==> src/rtl/ctl_pipe.sv <==
// ctl_pipe: pipelined control unit for the SIMPLE core.
// Decodes one 16-bit instruction per cycle into a 23-bit control bundle and
// carries it through STAGES bundle registers (stage 0 = ID/EX). Handles
// stall/flush bubbles, a halt-drain FSM and a retired-instruction counter.
module ctl_pipe #(
    parameter int unsigned STAGES = 3,
    parameter int unsigned CNT_W  = 16
) (
    input  logic                   clk,
    input  logic                   rst_n,
    input  logic                   inst_valid,
    input  logic [15:0]            inst,
    input  logic                   stall,
    input  logic                   flush,
    output logic [STAGES*23-1:0]   ctl_bus,
    output logic                   fetch_en,
    output logic                   halted,
    output logic [CNT_W-1:0]       retired_cnt
);

    localparam int unsigned BW     = 23;
    localparam int unsigned LAST   = STAGES - 1;
    localparam int unsigned B_VLD  = 22;
    localparam int unsigned B_HALT = 21;

    // Bubble: everything cleared except branch = 3'b111 (no branch)
    localparam logic [BW-1:0] BUBBLE = 23'h000380;

    typedef enum logic [1:0] {
        ST_RUN,
        ST_DRAIN,
        ST_HALTED
    } state_t;

    state_t                    state_q, state_d;
    logic [STAGES-1:0][BW-1:0] stage_q, stage_d;
    logic                      halted_q, halted_d;
    logic [CNT_W-1:0]          cnt_q, cnt_d;

    logic [1:0]                dec_t;
    logic [3:0]                dec_op;
    logic [2:0]                dec_b;
    logic                      dec_is_r;
    logic                      dec_halt;
    logic                      dec_as_bc;
    logic                      dec_alu_or_shift;
    logic                      dec_is_in;
    logic                      dec_is_out;
    logic                      dec_alusrc2;
    logic                      dec_alusrc1;
    logic                      dec_memtoreg;
    logic                      dec_regwrite;
    logic                      dec_memwrite;
    logic                      dec_memread;
    logic                      dec_branch_cond;
    logic [2:0]                dec_branch;
    logic [3:0]                dec_opcode;
    logic [2:0]                dec_reg_dst;
    logic [BW-1:0]             dec_bundle;
    logic                      any_halt_d;
    logic                      retire;

    // Immediate field carries no control information
    logic                      unused_inst_low;
    assign unused_inst_low = ^inst[3:0];

    // Instruction decode into a control bundle
    always_comb begin
        dec_t            = inst[15:14];
        dec_op           = inst[7:4];
        dec_b            = inst[13:11];
        dec_is_r         = (dec_t == 2'b11);

        dec_regwrite     = (dec_is_r && !(dec_op == 4'b0101 || dec_op == 4'b0111 || dec_op >= 4'b1100))
                         || (dec_t == 2'b00)
                         || (dec_t == 2'b10 && dec_b == 3'b000);
        dec_memwrite     = (dec_t == 2'b01);
        dec_memread      = (dec_t == 2'b00);
        dec_memtoreg     = (dec_t == 2'b00) || (dec_is_r && dec_op == 4'b1100);
        dec_alusrc1      = (dec_t == 2'b10) && (dec_b != 3'b000);
        dec_alusrc2      = !(dec_is_r && dec_op <= 4'b0110);
        dec_is_out       = dec_is_r && (dec_op == 4'b1101);
        dec_is_in        = dec_is_r && (dec_op == 4'b1100);
        dec_alu_or_shift = dec_is_r && (dec_op[3:2] == 2'b10);
        dec_halt         = dec_is_r && (dec_op == 4'b1111);
        dec_as_bc        = dec_is_r && !(dec_op == 4'b0111 || dec_op >= 4'b1100);

        if (dec_is_r) begin
            dec_opcode = dec_op;
        end else if (dec_t == 2'b10 && dec_b == 3'b000) begin
            dec_opcode = 4'b0110;
        end else begin
            dec_opcode = 4'b0000;
        end

        if (dec_t == 2'b10 && dec_b == 3'b111) begin
            dec_branch      = inst[10:8];
            dec_branch_cond = 1'b1;
        end else if (dec_t == 2'b10 && dec_b == 3'b100) begin
            dec_branch      = 3'b100;
            dec_branch_cond = 1'b1;
        end else begin
            dec_branch      = 3'b111;
            dec_branch_cond = 1'b0;
        end

        dec_reg_dst = (dec_t == 2'b00) ? inst[13:11] : inst[10:8];

        dec_bundle = {1'b1, dec_halt, dec_as_bc, dec_alu_or_shift, dec_is_in, dec_is_out,
                      dec_alusrc2, dec_alusrc1, dec_memtoreg, dec_regwrite, dec_memwrite,
                      dec_memread, dec_branch_cond, dec_branch, dec_opcode, dec_reg_dst};
    end

    // Next contents of every bundle stage: bubble insertion, hold and shift
    always_comb begin
        stage_d = stage_q;

        if (state_q == ST_HALTED) begin
            stage_d[0] = BUBBLE;
        end else if (flush) begin
            stage_d[0] = BUBBLE;
        end else if (stall) begin
            stage_d[0] = stage_q[0];
        end else if (state_q != ST_RUN || !inst_valid) begin
            stage_d[0] = BUBBLE;
        end else begin
            stage_d[0] = dec_bundle;
        end

        for (int unsigned s = 1; s < STAGES; s++) begin
            if (state_q == ST_HALTED) begin
                stage_d[s] = BUBBLE;
            end else if (s == 32'd1 && (flush || stall)) begin
                stage_d[s] = BUBBLE;
            end else begin
                stage_d[s] = stage_q[s-1];
            end
        end

        any_halt_d = 1'b0;
        for (int unsigned s = 0; s < STAGES; s++) begin
            any_halt_d = any_halt_d | stage_d[s][B_HALT];
        end
    end

    // Halt-drain FSM, retired counter and fetch enable
    always_comb begin
        state_d = state_q;
        unique case (state_q)
            ST_RUN: begin
                if (stage_d[0][B_HALT]) begin
                    state_d = ST_DRAIN;
                end
            end
            ST_DRAIN: begin
                // Retiring the halt wins over the "no halt left" test, which
                // would otherwise also be true on the very same edge.
                if (stage_q[LAST][B_HALT]) begin
                    state_d = ST_HALTED;
                end else if (!any_halt_d) begin
                    state_d = ST_RUN;
                end
            end
            ST_HALTED: begin
                state_d = ST_HALTED;
            end
            default: begin
                state_d = ST_RUN;
            end
        endcase

        halted_d = (state_d == ST_HALTED);
        retire   = stage_q[LAST][B_VLD];
        cnt_d    = cnt_q + CNT_W'(retire);
        fetch_en = (state_q == ST_RUN) && !stall && !flush && !(dec_halt && inst_valid);
    end

    // State registers with synchronous active-low reset
    always_ff @(posedge clk) begin
        if (!rst_n) begin
            stage_q  <= {STAGES{BUBBLE}};
            state_q  <= ST_RUN;
            halted_q <= 1'b0;
            cnt_q    <= '0;
        end else begin
            stage_q  <= stage_d;
            state_q  <= state_d;
            halted_q <= halted_d;
            cnt_q    <= cnt_d;
        end
    end

    assign ctl_bus     = stage_q;
    assign halted      = halted_q;
    assign retired_cnt = cnt_q;

endmodule

==> config.mk <==
export PLATFORM = sky130hd
export DESIGN_NAME = ctl_pipe
export DESIGN_NICKNAME = d
export VERILOG_FILES = /design/src/rtl/ctl_pipe.sv
export SDC_FILE = /design/constraint.sdc
export NUM_CORES = 1
export LEC_CHECK = 0
export CAP_MARGIN = 15
export CORE_UTILIZATION = 61
export DETAILED_ROUTE_END_ITERATION = 10
export DONT_BUFFER_PORTS = 1
export PLACE_DENSITY_LB_ADDON = 0.05
export RECOVER_POWER = 50
export SLEW_MARGIN = 10
export SYNTH_ARGS = -nofsm -noshare
export SYNTH_HDL_FRONTEND = slang
export SYNTH_SLANG_ARGS = --single-unit
==> constraint.sdc <==
create_clock -name clk -period 2.4 [get_ports clk]
set_input_delay 0.72 -clock clk [delete_from_list [all_inputs] [get_ports clk]]
set_output_delay 0.72 -clock clk [all_outputs]
set_load 0.03 [all_outputs]
Word level (Yosys, flattened, before mapping)
Index checks and enable logic that the tools add are counted.

word-level totals
  register bits = 88
  bits of input ports = 21
  word-level logic and storage cells = 85

operators by class
  $add $sub $neg = 1
  order comparisons = 2
  equality and inequality tests = 14
  mux-type cells = 18
  bitwise logic cells = 3
  reduce and logical (&&, ||, !) cells = 38

operators with widths
  kind                number
  $mux 22             6
  $mux 23             1
  $add 16x1->16       1
  $logic_and 1x1->1   15
  $eq 4x4->1 const B  3
  $eq 2x2->1 const B  5
  $mux 3              3
  $eq 4x3->1 const B  2
  $logic_or 1x1->1    8
  $mux 2              4
  $logic_not 1->1     7
  $eq 3x3->1 const B  2
  $pmux 2 s3          1
  $reduce_or 3->1     2
  $eq 2x1->1 const B  2
  $ge 4x4->1 const B  1
  $le 4x3->1 const B  1
  $logic_not 2->1     2
  $mux 4              1
  $logic_not 3->1     1
  $reduce_bool 3->1   1
  $mux 1              2
  $or 1x1->1          2
  $reduce_bool 2->1   1
  other kinds (2)     2

Depth between registers and ports, before layout
Gate-level depths: netlist of the first run.

  depth after elaboration = 17
  depth in mapped cells = 6
  gate-level depth less buffers = 6

Worst setup path before layout of the first run
No wires, ideal clock.

  path kind = input port to output port
  start = input stall
  end = output fetch_en
  arrival time = 1898 ps
  data required time = 1680 ps
  slack = -218 ps
  stages = 3
  path buffers = 1
  cell sequence = buf_6 or4_1 a41oi_1

on the way
  cells in the longest elaborated chain, start to end = 4

RTL lines
  item                             RTL line  source
  from (decl)                      13        input logic stall,
  $logic_not 1->1                  175       fetch_en = (state_q == ST_RUN) && !stall && !flush && !(dec_halt && inst_valid);
  $logic_and 1x1->1 (3 in series)  175
  to (decl)                        16        output logic fetch_en,

Every way passes these cells.

Worst setup path after layout of the first run
  start = register state_q[1]
  end = output fetch_en

on the way
  cells in the longest elaborated chain, start to end = 4

RTL lines
  item                             RTL line  source
  from (decl)                      35        state_t state_q, state_d;
  from (signal assigned)           187       state_q <= state_d;
  $logic_not 2->1                  175
  $logic_and 1x1->1 (3 in series)  175

Every way passes these cells.

==> results.sh, run 1 <==
export IMPL_drv_cap=0
export IMPL_postCtsHoldBufs=0
export IMPL_status="finished clean"
export IMPL_ys_seq_area_frac=0.5738
export IMPL_die_x_um=72.95
export IMPL_max_freq_mhz=427.5
export IMPL_clk_latency_ps=350
export IMPL_worstMarginPinSlew_ps=1021
export IMPL_cts_buffers=9
export IMPL_max_vdd_ir_drop_mv=0.4790
export IMPL_first_pass_iters=4
export IMPL_period_share=0.9746
export IMPL_port_buffers=0
export IMPL_wire_per_inst_um=16.12
export IMPL_cts_resized=0
export IMPL_p_clk_frac=0.404
export IMPL_synth_edf_count=0
export IMPL_final_cell_mix="dfxtp_1, and3_1, nor2_1, nand2_1, a21oi_1"
export IMPL_end_kind="output port"
export IMPL_pin_count=108
export IMPL_htree_levels=3
export IMPL_netlist_area_sq_mm=0.003070
export IMPL_grt_pass1_vias=1971
export IMPL_setup_violations=0
export IMPL_crit_type="reg2out"
export IMPL_clockBufferDepth=2
export IMPL_finalCriticalPeriod_ps=2339
export IMPL_finalSetupTns_ps=0
export IMPL_worst_slack_ps=60.85
export IMPL_dpl_hpwl_um=4285
export IMPL_syn2layout_area_growth_pct=9.210
export IMPL_drc=0
export IMPL_arrival_ps=1620
export IMPL_synth_ff_latch_count=88
export IMPL_grt_ovfl_total=0
export IMPL_drt_iter0_markers=125
export IMPL_worstPathRequired_ps=1680
export IMPL_grt_pass1_wl_um=9473
export IMPL_n_antenna_cell=0
export IMPL_die_h_um=72.95
export IMPL_rows=25
export IMPL_via_count=2176
export IMPL_cts_root_buf="clkbuf_8"
export IMPL_ys_flop_type="dfxtp_1"
export IMPL_worstPathMaxFanout=8
export IMPL_synth_fp_nets=327
export IMPL_rsz0062_at_grt="false"
export IMPL_startpoint_type="register"
export IMPL_final_common_cell="dfxtp_1"
export IMPL_nets=330
export IMPL_p_leak_nw=1.347
export IMPL_grt_use_total=0.2407
export IMPL_post_cts_setup_buffer_count=0
export IMPL_slew_limit_headroom=0.3139
export IMPL_power_switching_w=0.0005914
export IMPL_globalplace_congestion=0.8410
export IMPL_antenna_left=0
export IMPL_clk_pin_slew_ps=90
export IMPL_die_area_sq_mm=0.005321
export IMPL_syn_inst=304
export IMPL_slew_violations=0
export IMPL_drt_wl_total_um=6108
export IMPL_powerDensity_mw_per_mm2=778.2
export IMPL_synthArstFlopShare=0
export IMPL_synth_distinct_cells=46
export IMPL_pre_cts_slack_ps=116.3
export IMPL_intPower_w=0.002018
export IMPL_start_util=0.6416
export IMPL_synth_area_per_cell_sq_um=10.10
export IMPL_hold_class="in2reg"
export IMPL_power_frac_comb=0.029
export IMPL_ys_warn_count=0
export IMPL_tritoncts="built"
export IMPL_cts_sinks=88
export IMPL_core_area_sq_mm=0.004786
export IMPL_p_sw_frac=0.2267
export IMPL_vias_per_cell=5.741
export IMPL_final_setup_skew_ps=8.146
export IMPL_drive_gt1_frac=0.09936
export IMPL_nFillCells=400
export IMPL_hold_viol=0
export IMPL_antenna_found_initial=0
export IMPL_seq_power_share=0.568
export IMPL_grt_max_degree=28
[power by group through the flow]
stage               clock network [W]  registers, W   logic, W
floorplan                           0       0.00151  0.0000720
global placement                    0       0.00152  0.0000758
detailed placement                  0       0.00152  0.0000766
CTS                           0.00108       0.00148  0.0000770
global route                  0.00113       0.00148  0.0000829
finish                        0.00105       0.00148  0.0000748
[final cells by class]
class	count	area, sq um	share of cell area
flip-flops and latches	88	1762	0.5254
multi-input cells	194	1224	0.3649
clock buffers	10	137.6	0.04104
well taps	67	83.83	0.02500
clock inverters	6	75.07	0.02239
repair buffers	8	48.80	0.01455
inverters	6	22.52	0.006716
[stage by stage]
step	area, sq um	cells	hold WS, ps	total power [W]	utilization
2_1_floorplan	3093	304	581.9	0.001586	-
3_3_place_gp	3164	363	620.3	0.001592	0.6612
3_5_place_dp	3164	363	624.3	0.001592	0.6612
4_1_cts	3377	379	480.9	0.002639	0.7056
5_1_grt	3353	379	492.2	0.002699	0.7007
6_report	3353	379	497.3	0.002609	0.7007
[state kept, by name (all words and copies together) (netlist names)]
signal       cells
retired_cnt     16
state_q          2
halted           1
ctl_bus         69
[synthesized netlist by cell type (all sizes together) (2+ instances only)]
cell type  count  area, sq um
a21oi         12        67.57
a22oi          8        60.06
a32oi          2        17.52
and2           4        25.02
and3          42        262.8
buf            6        35.03
clkbuf        10        37.54
dfxtp         88         1762
ha             2        25.02
inv            6        22.52
mux2           3        33.78
nand2         14        52.55
nand3         10        50.05
nand4          5        37.53
nor2          29        116.4
nor2b          3        18.77
nor3           7        40.04
nor4           4        25.02
nor4b          2        32.53
o21ai         10        50.04
o221ai         2        17.52
or3            9        56.30
xnor2         10        87.58
xor2           2        17.52
[kinds of logic after synthesis]
group	synth area share
mux	0.01100
fa+ha+maj	0.008149
flops	0.5738
xor+xnor	0.03423
buf+inv	0.03097
simple gates	0.2486
compound gates	0.09333
[critical path: stages (launching register included)]
cell	delay, ps
dfxtp_1	400
or4_4	550
a41oi_4	320
[per-layer routing]
layer	track usage	routed length, um	vias to the layer above	part of all wire
met5	0	0	-	0
met4	0.1285	100	0	0.016
met3	0.07735	455	11	0.074
met2	0.3676	2849	79	0.47
met1	0.3034	2703	1005	0.44
li1	-	-	1081	-
[final timing paths]
path / from / to / slack [ps] / cells after the start
setup reg to reg: state_q[0]$_SDFF_PN0_ / ctl_bus[4]$_SDFFE_PP0N_ / 420 / 4
hold reg to reg: ctl_bus[17]$_SDFFE_PP0N_ / ctl_bus[17]$_SDFFE_PP0N_ / 630 / 2
setup / recovery: state_q[1]$_SDFF_PN0_ / fetch_en / 60 / 2
hold / removal: stall / ctl_bus[31]$_SDFF_PP1_ / 500 / 1
No activity file was read; power rests on OpenSTA's default activity.
==> run 2: changes to the inputs <==
--- a/config.mk
+++ b/config.mk
@@ -6,11 +6,12 @@
 export NUM_CORES = 1
 export LEC_CHECK = 0
 export CAP_MARGIN = 15
-export CORE_UTILIZATION = 61
+export CORE_UTILIZATION = 48
 export DETAILED_ROUTE_END_ITERATION = 10
 export DONT_BUFFER_PORTS = 1
 export PLACE_DENSITY_LB_ADDON = 0.05
 export RECOVER_POWER = 50
+export REMOVE_ABC_BUFFERS = 1
 export SLEW_MARGIN = 10
 export SYNTH_ARGS = -nofsm -noshare
 export SYNTH_HDL_FRONTEND = slang
==> run 2 against run 1 <==
  * Power rose by 6.7%
  * Fmax up 1.2%
  * Design area up 1.0%
  * Largest cell class unchanged
  * First-iteration DRC count grew 4.0%
  * Count of clock-buffer cells in the layout fell by 1
  * Via count rose by 2.2%
  * Sequential share of layout area shrank 0.45 points
  * Critical path depth up 1
  * Utilization down 14 points
  * Highest routed layer unchanged
  * Cell count increased by 2.4%
==> results.sh, run 2 (same netlist as run 1, synthesis figures left out) <==
export IMPL_cts_sinks=88
export IMPL_die_area_sq_mm=0.006721
export IMPL_wire_per_inst_um=17.17
export IMPL_multi_input_area_sq_mm=0.001212
export IMPL_hold_viol=0
export IMPL_first_pass_iters=4
export IMPL_critPathMaxStageDelay_ps=520
export IMPL_core_area_sq_mm=0.006061
export IMPL_via_count=2223
export IMPL_grt_ovfl_total=0
export IMPL_pin_count=108
export IMPL_grt_pass1_vias=1958
export IMPL_cts_root_buf="clkbuf_8"
export IMPL_rsz0062_at_grt="false"
export IMPL_hp_start="stall"
export IMPL_slew_limit_headroom=0.2055
export IMPL_worstPathMaxFanout=27
export IMPL_die_x_um=81.98
export IMPL_arrival_ps=1590
export IMPL_final_cell_mix="dfxtp_1, and3_1, nor2_1, nand2_1, a21oi_1"
export IMPL_antenna_left=0
export IMPL_cts_buffers=9
export IMPL_clk_pin_slew_ps=80
export IMPL_grt_use_total=0.2045
export IMPL_startpoint_type="input pin"
export IMPL_syn2layout_area_growth_pct=10.31
export IMPL_crit_type="in2out"
export IMPL_grt_pass1_wl_um=9942
export IMPL_r2r_start="state_q[1]$_SDFF_PN0_"
export IMPL_postCtsHoldBufs=0
export IMPL_cp_startpoint="stall"
export IMPL_period_share=0.9629
export IMPL_rows=28
export IMPL_antenna_found_initial=0
export IMPL_max_vdd_ir_drop_mv=0.4700
export IMPL_drv_cap=0
export IMPL_finalCriticalPeriod_ps=2311
export IMPL_max_freq_mhz=432.7
export IMPL_drc=0
export IMPL_worst_slack_ps=89.01
export IMPL_pre_cts_slack_ps=90.58
export IMPL_tritoncts="built"
export IMPL_setup_violations=0
export IMPL_total_power_w=0.002784
export IMPL_post_cts_setup_buffer_count=0
export IMPL_final_common_cell="dfxtp_1"
export IMPL_drive_gt1_frac=0.1054
export IMPL_worstMarginPinSlew_ps=1183
export IMPL_htree_levels=3
export IMPL_vias_per_cell=5.729
export IMPL_die_h_um=81.98
export IMPL_reg2reg_depth=4
export IMPL_dpl_hpwl_um=4553
export IMPL_crit_chain="or4_1 > a41oi_2 > buf_4"
export IMPL_drt_wl_total_um=6663
export IMPL_cpMaxStageDelayCell="or4_1"
export IMPL_port_buffers=0
export IMPL_powerDensity_mw_per_mm2=822.0
export IMPL_clockBufferDepth=2
export IMPL_final_seq_area_sq_mm=0.001764
export IMPL_largest_reg_flops=69
export IMPL_end_kind="output port"
export IMPL_nets=331
export IMPL_p_leak_nw=1.368
export IMPL_n_antenna_cell=0
export IMPL_start_util=0.5066
export IMPL_worstPathRequired_ps=1680
export IMPL_grt_max_degree=28
export IMPL_drt_iter0_markers=130
export IMPL_status="finished clean"
export IMPL_slew_violations=0
export IMPL_r2r_setup_slack_ps=280
export IMPL_nFillCells=550
export IMPL_clk_latency_ps=360
export IMPL_r2r_end="ctl_bus[7]$_SDFFE_PP1N_"
export IMPL_globalplace_congestion=0.7636
export IMPL_final_setup_skew_ps=4.775
export IMPL_hold_class="in2reg"
export IMPL_crit_end="fetch_en"
==> run 2: power breakdown <==
part           internal, W  total [W]  switching (W)
logic            0.0000287  0.0000757      0.0000470
clock network     0.000695    0.00123       0.000532
registers          0.00146    0.00148      0.0000166
==> run 2: worst min-delay path by stage <==
stage,depth (start not counted),to,slack [ps]
finish,1,ctl_bus[32]$_SDFF_PP1_,470
global route,1,ctl_bus[32]$_SDFF_PP1_,450
CTS,1,ctl_bus[32]$_SDFF_PP1_,460
detailed placement,2,ctl_bus[17]$_SDFFE_PP0N_,620
global placement,2,ctl_bus[17]$_SDFFE_PP0N_,620
floorplan,2,halted$_SDFF_PN0_,580
==> run 2: layout make-up <==
| class | instances | area share |
|---|---|---|
| clock buffers | 9 | 0.03657 |
| clock inverters | 7 | 0.03472 |
| inverters | 6 | 0.006649 |
| multi-input cells | 194 | 0.3580 |
| flip-flops and latches | 88 | 0.5209 |
| well taps | 75 | 0.02771 |
| repair buffers | 9 | 0.01552 |
==> run 2: per-stage QoR <==
stage | area [sq um] | hold WS [ps] | utilization | setup TNS [ps] | std cells
after floorplan | 2998 | 577.3 | - | -105.4 | 288
after global placement | 3159 | 616.2 | 0.5213 | 0 | 372
after detailed placement | 3159 | 623.7 | 0.5213 | 0 | 372
after CTS | 3401 | 458.7 | 0.5611 | 0 | 388
after global routing | 3387 | 450.4 | 0.5588 | 0 | 388
final | 3387 | 473.3 | 0.5588 | 0 | 388
==> run 2: worst max-delay path, delay by kind of cell <==
kind | cells | cell delay [ps]
buf+inv | 1 | 190
compound gates | 1 | 160
simple gates | 1 | 520
==> run 2: metal layers <==
metal | GRT usage | vias up | share of wire
met3 | 0.1044 | 9 | 0.11
li1 | - | 1083 | -
met1 | 0.2596 | 1042 | 0.44
met5 | 0 | - | 0
met4 | 0.08421 | 0 | 0.014
met2 | 0.2893 | 89 | 0.43
==> run 2: repair_timing <==
action,CTS,global route
hold endpoints to repair,0,0
resized for setup,0,3
endpoints found under the setup margin,0,1
==> run 3: changes to the inputs <==
--- a/config.mk
+++ b/config.mk
@@ -6,12 +6,15 @@
 export NUM_CORES = 1
 export LEC_CHECK = 0
 export CAP_MARGIN = 15
-export CORE_UTILIZATION = 48
+export CELL_PAD_IN_SITES_DETAIL_PLACEMENT = 0
+export CELL_PAD_IN_SITES_GLOBAL_PLACEMENT = 2
+export CORE_UTILIZATION = 36
 export DETAILED_ROUTE_END_ITERATION = 10
 export DONT_BUFFER_PORTS = 1
 export PLACE_DENSITY_LB_ADDON = 0.05
 export RECOVER_POWER = 50
 export REMOVE_ABC_BUFFERS = 1
+export SKIP_LAST_GASP = 1
 export SLEW_MARGIN = 10
 export SYNTH_ARGS = -nofsm -noshare
 export SYNTH_HDL_FRONTEND = slang
==> run 3 against run 2 <==
  * Sequential cell count stayed put
  * Combinational power increased by 5.3%
  * Utilization fell by 14 points
  * Non-clock buffer count rose by 5
  * Via count is 0.36% lower
  * Critical path type unchanged
  * Largest cell class unchanged
  * Largest power group unchanged
==> results.sh, run 3 (same netlist as run 1, synthesis figures left out) <==
export IMPL_power_switching_w=0.0006096
export IMPL_crit_chain="or4_1 > a41oi_2 > buf_4"
export IMPL_start_util=0.3737
export IMPL_worstPathMaxFanout=27
export IMPL_globalplace_congestion=0.7191
export IMPL_cp_startpoint="stall"
export IMPL_core_area_sq_mm=0.008217
export IMPL_finalSetupTns_ps=0
export IMPL_p_sw_frac=0.2238
export IMPL_drt_iter0_markers=119
export IMPL_hp_start="stall"
export IMPL_total_power_w=0.002724
export IMPL_postCtsHoldBufs=0
export IMPL_drc=0
export IMPL_seq_power_share=0.544
export IMPL_worstPathRequired_ps=1680
export IMPL_rsz0062_at_grt="false"
export IMPL_arrival_ps=1640
export IMPL_drive_gt1_frac=0.1132
export IMPL_intPower_w=0.002115
export IMPL_slew_violations=0
export IMPL_syn2layout_area_growth_pct=12.06
export IMPL_path_delay_family="simple AND/OR/NAND/NOR gates"
export IMPL_final_util=0.4188
export IMPL_clk_pin_slew_ps=80
export IMPL_final_setup_skew_ps=11.14
export IMPL_port_buffers=0
export IMPL_finalCriticalPeriod_ps=2356
export IMPL_die_x_um=94.35
export IMPL_grt_pass1_vias=2121
export IMPL_die_area_sq_mm=0.008902
export IMPL_cts_buffers=9
export IMPL_final_common_cell="dfxtp_1"
export IMPL_drt_wl_total_um=7468
export IMPL_grt_pass1_wl_um=11680
export IMPL_cts_root_buf="clkbuf_8"
export IMPL_clk_latency_ps=350
export IMPL_pin_count=108
export IMPL_antenna_found_initial=0
export IMPL_hold_class="in2reg"
export IMPL_via_count=2215
export IMPL_p_leak_nw=1.376
export IMPL_tritoncts="built"
export IMPL_powerDensity_mw_per_mm2=791.7
export IMPL_finalInstanceArea_sq_mm=0.003441
export IMPL_dpl_hpwl_um=5066
export IMPL_crit_type="in2out"
export IMPL_nets=336
export IMPL_dpl_cell_area_sq_mm=0.003241
export IMPL_r2r_start="state_q[1]$_SDFF_PN0_"
export IMPL_power_frac_comb=0.029
export IMPL_startpoint_type="input pin"
export IMPL_vias_per_cell=5.236
export IMPL_post_cts_setup_buffer_count=0
export IMPL_die_h_um=94.35
export IMPL_grt_max_degree=28
export IMPL_slew_limit_headroom=0.3179
export IMPL_worst_slack_ps=43.52
export IMPL_drv_cap=0
export IMPL_grt_ovfl_total=0
export IMPL_critPathBufInv=1
export IMPL_wire_per_inst_um=17.65
export IMPL_hold_viol=0
export IMPL_largest_reg_flops=69
export IMPL_critPathMaxStageDelay_ps=530
export IMPL_htree_levels=3
export IMPL_antenna_left=0
export IMPL_cpMaxStageDelayCell="or4_1"
export IMPL_period_share=0.9819
export IMPL_grt_use_total=0.1747
export IMPL_max_freq_mhz=424.4
export IMPL_max_vdd_ir_drop_mv=0.3111
export IMPL_clockBufferDepth=2
export IMPL_end_kind="output port"
export IMPL_cts_sinks=88
export IMPL_rows=33
export IMPL_p_clk_frac=0.427
export IMPL_pre_cts_slack_ps=-7.552
export IMPL_final_cell_mix="dfxtp_1, and3_1, nor2_1, nand2_1"
export IMPL_status="finished clean"
export IMPL_first_pass_iters=4
export IMPL_worstMarginPinSlew_ps=1023
export IMPL_setup_violations=0
export IMPL_n_antenna_cell=0
==> run 3: changes by cell type in the layout (fill, tap and decap cells not counted), sizes merged <==
cell and delta:
clkinvlp +1, clkbuf +3, bufinv -1, clkinv -1, buf +3
==> run 3: worst reg2reg max path, cell delays in order, from the launching register on <==
cell and delay [ps]:
dfxtp_1 310, clkbuf_1 180, nor2b_1 220, nor3_1 600, clkbuf_1 370, o221ai_1 190
==> run 3: power by group through the flow <==
stage                     logic [W]  clock network (W)  registers (W)
final                     0.0000797            0.00116        0.00148
after global placement    0.0000853                  0        0.00152
after detailed placement  0.0000845                  0        0.00152
after floorplan           0.0000537                  0        0.00151
after global routing      0.0000878            0.00126        0.00148
after CTS                 0.0000856            0.00120        0.00148
==> run 3: per-stage QoR <==
| step | instances | hold slack, ps |
|---|---|---|
| finish | 423 | 476.0 |
| global route | 423 | 463.6 |
| CTS | 423 | 463.4 |
| detailed placement | 407 | 581.2 |
| global placement | 407 | 574.3 |
| floorplan | 288 | 577.3 |
==> run 3: path summary, 6_finish.rpt <==
check	to	slack [ps]	depth (start not counted)
setup / recovery	fetch_en	40	3
setup reg to reg	ctl_bus[8]$_SDFFE_PP1N_	400	5
hold / removal	ctl_bus[31]$_SDFF_PP1_	480	1
hold reg to reg	retired_cnt[2]$_SDFF_PN0_	590	2
==> run 3: timing repair <==
item | CTS | global route
hold endpoints to repair | 0 | 0
resized for setup | 1 | 1
endpoints found under the setup margin | 1 | 1
==> run 3: area by class of cell <==
class | count | area [sq um]
Tap cell | 105 | 131.4
Timing Repair Buffer | 14 | 83.83
Clock inverter | 6 | 90.09
Sequential cell | 88 | 1763
Fill cell | 832 | 4776
Clock buffer | 10 | 137.6
Multi-Input combinational cell | 194 | 1212
Inverter | 6 | 22.52
==> run 3: metal layers <==
layer  track usage  share of wire  vias to the layer above
met2        0.2494           0.43                       77
li1              -              -                     1090
met5             0              0                        -
met4       0.06923          0.013                        0
met1        0.2372           0.47                     1039
met3       0.06361          0.084                        9
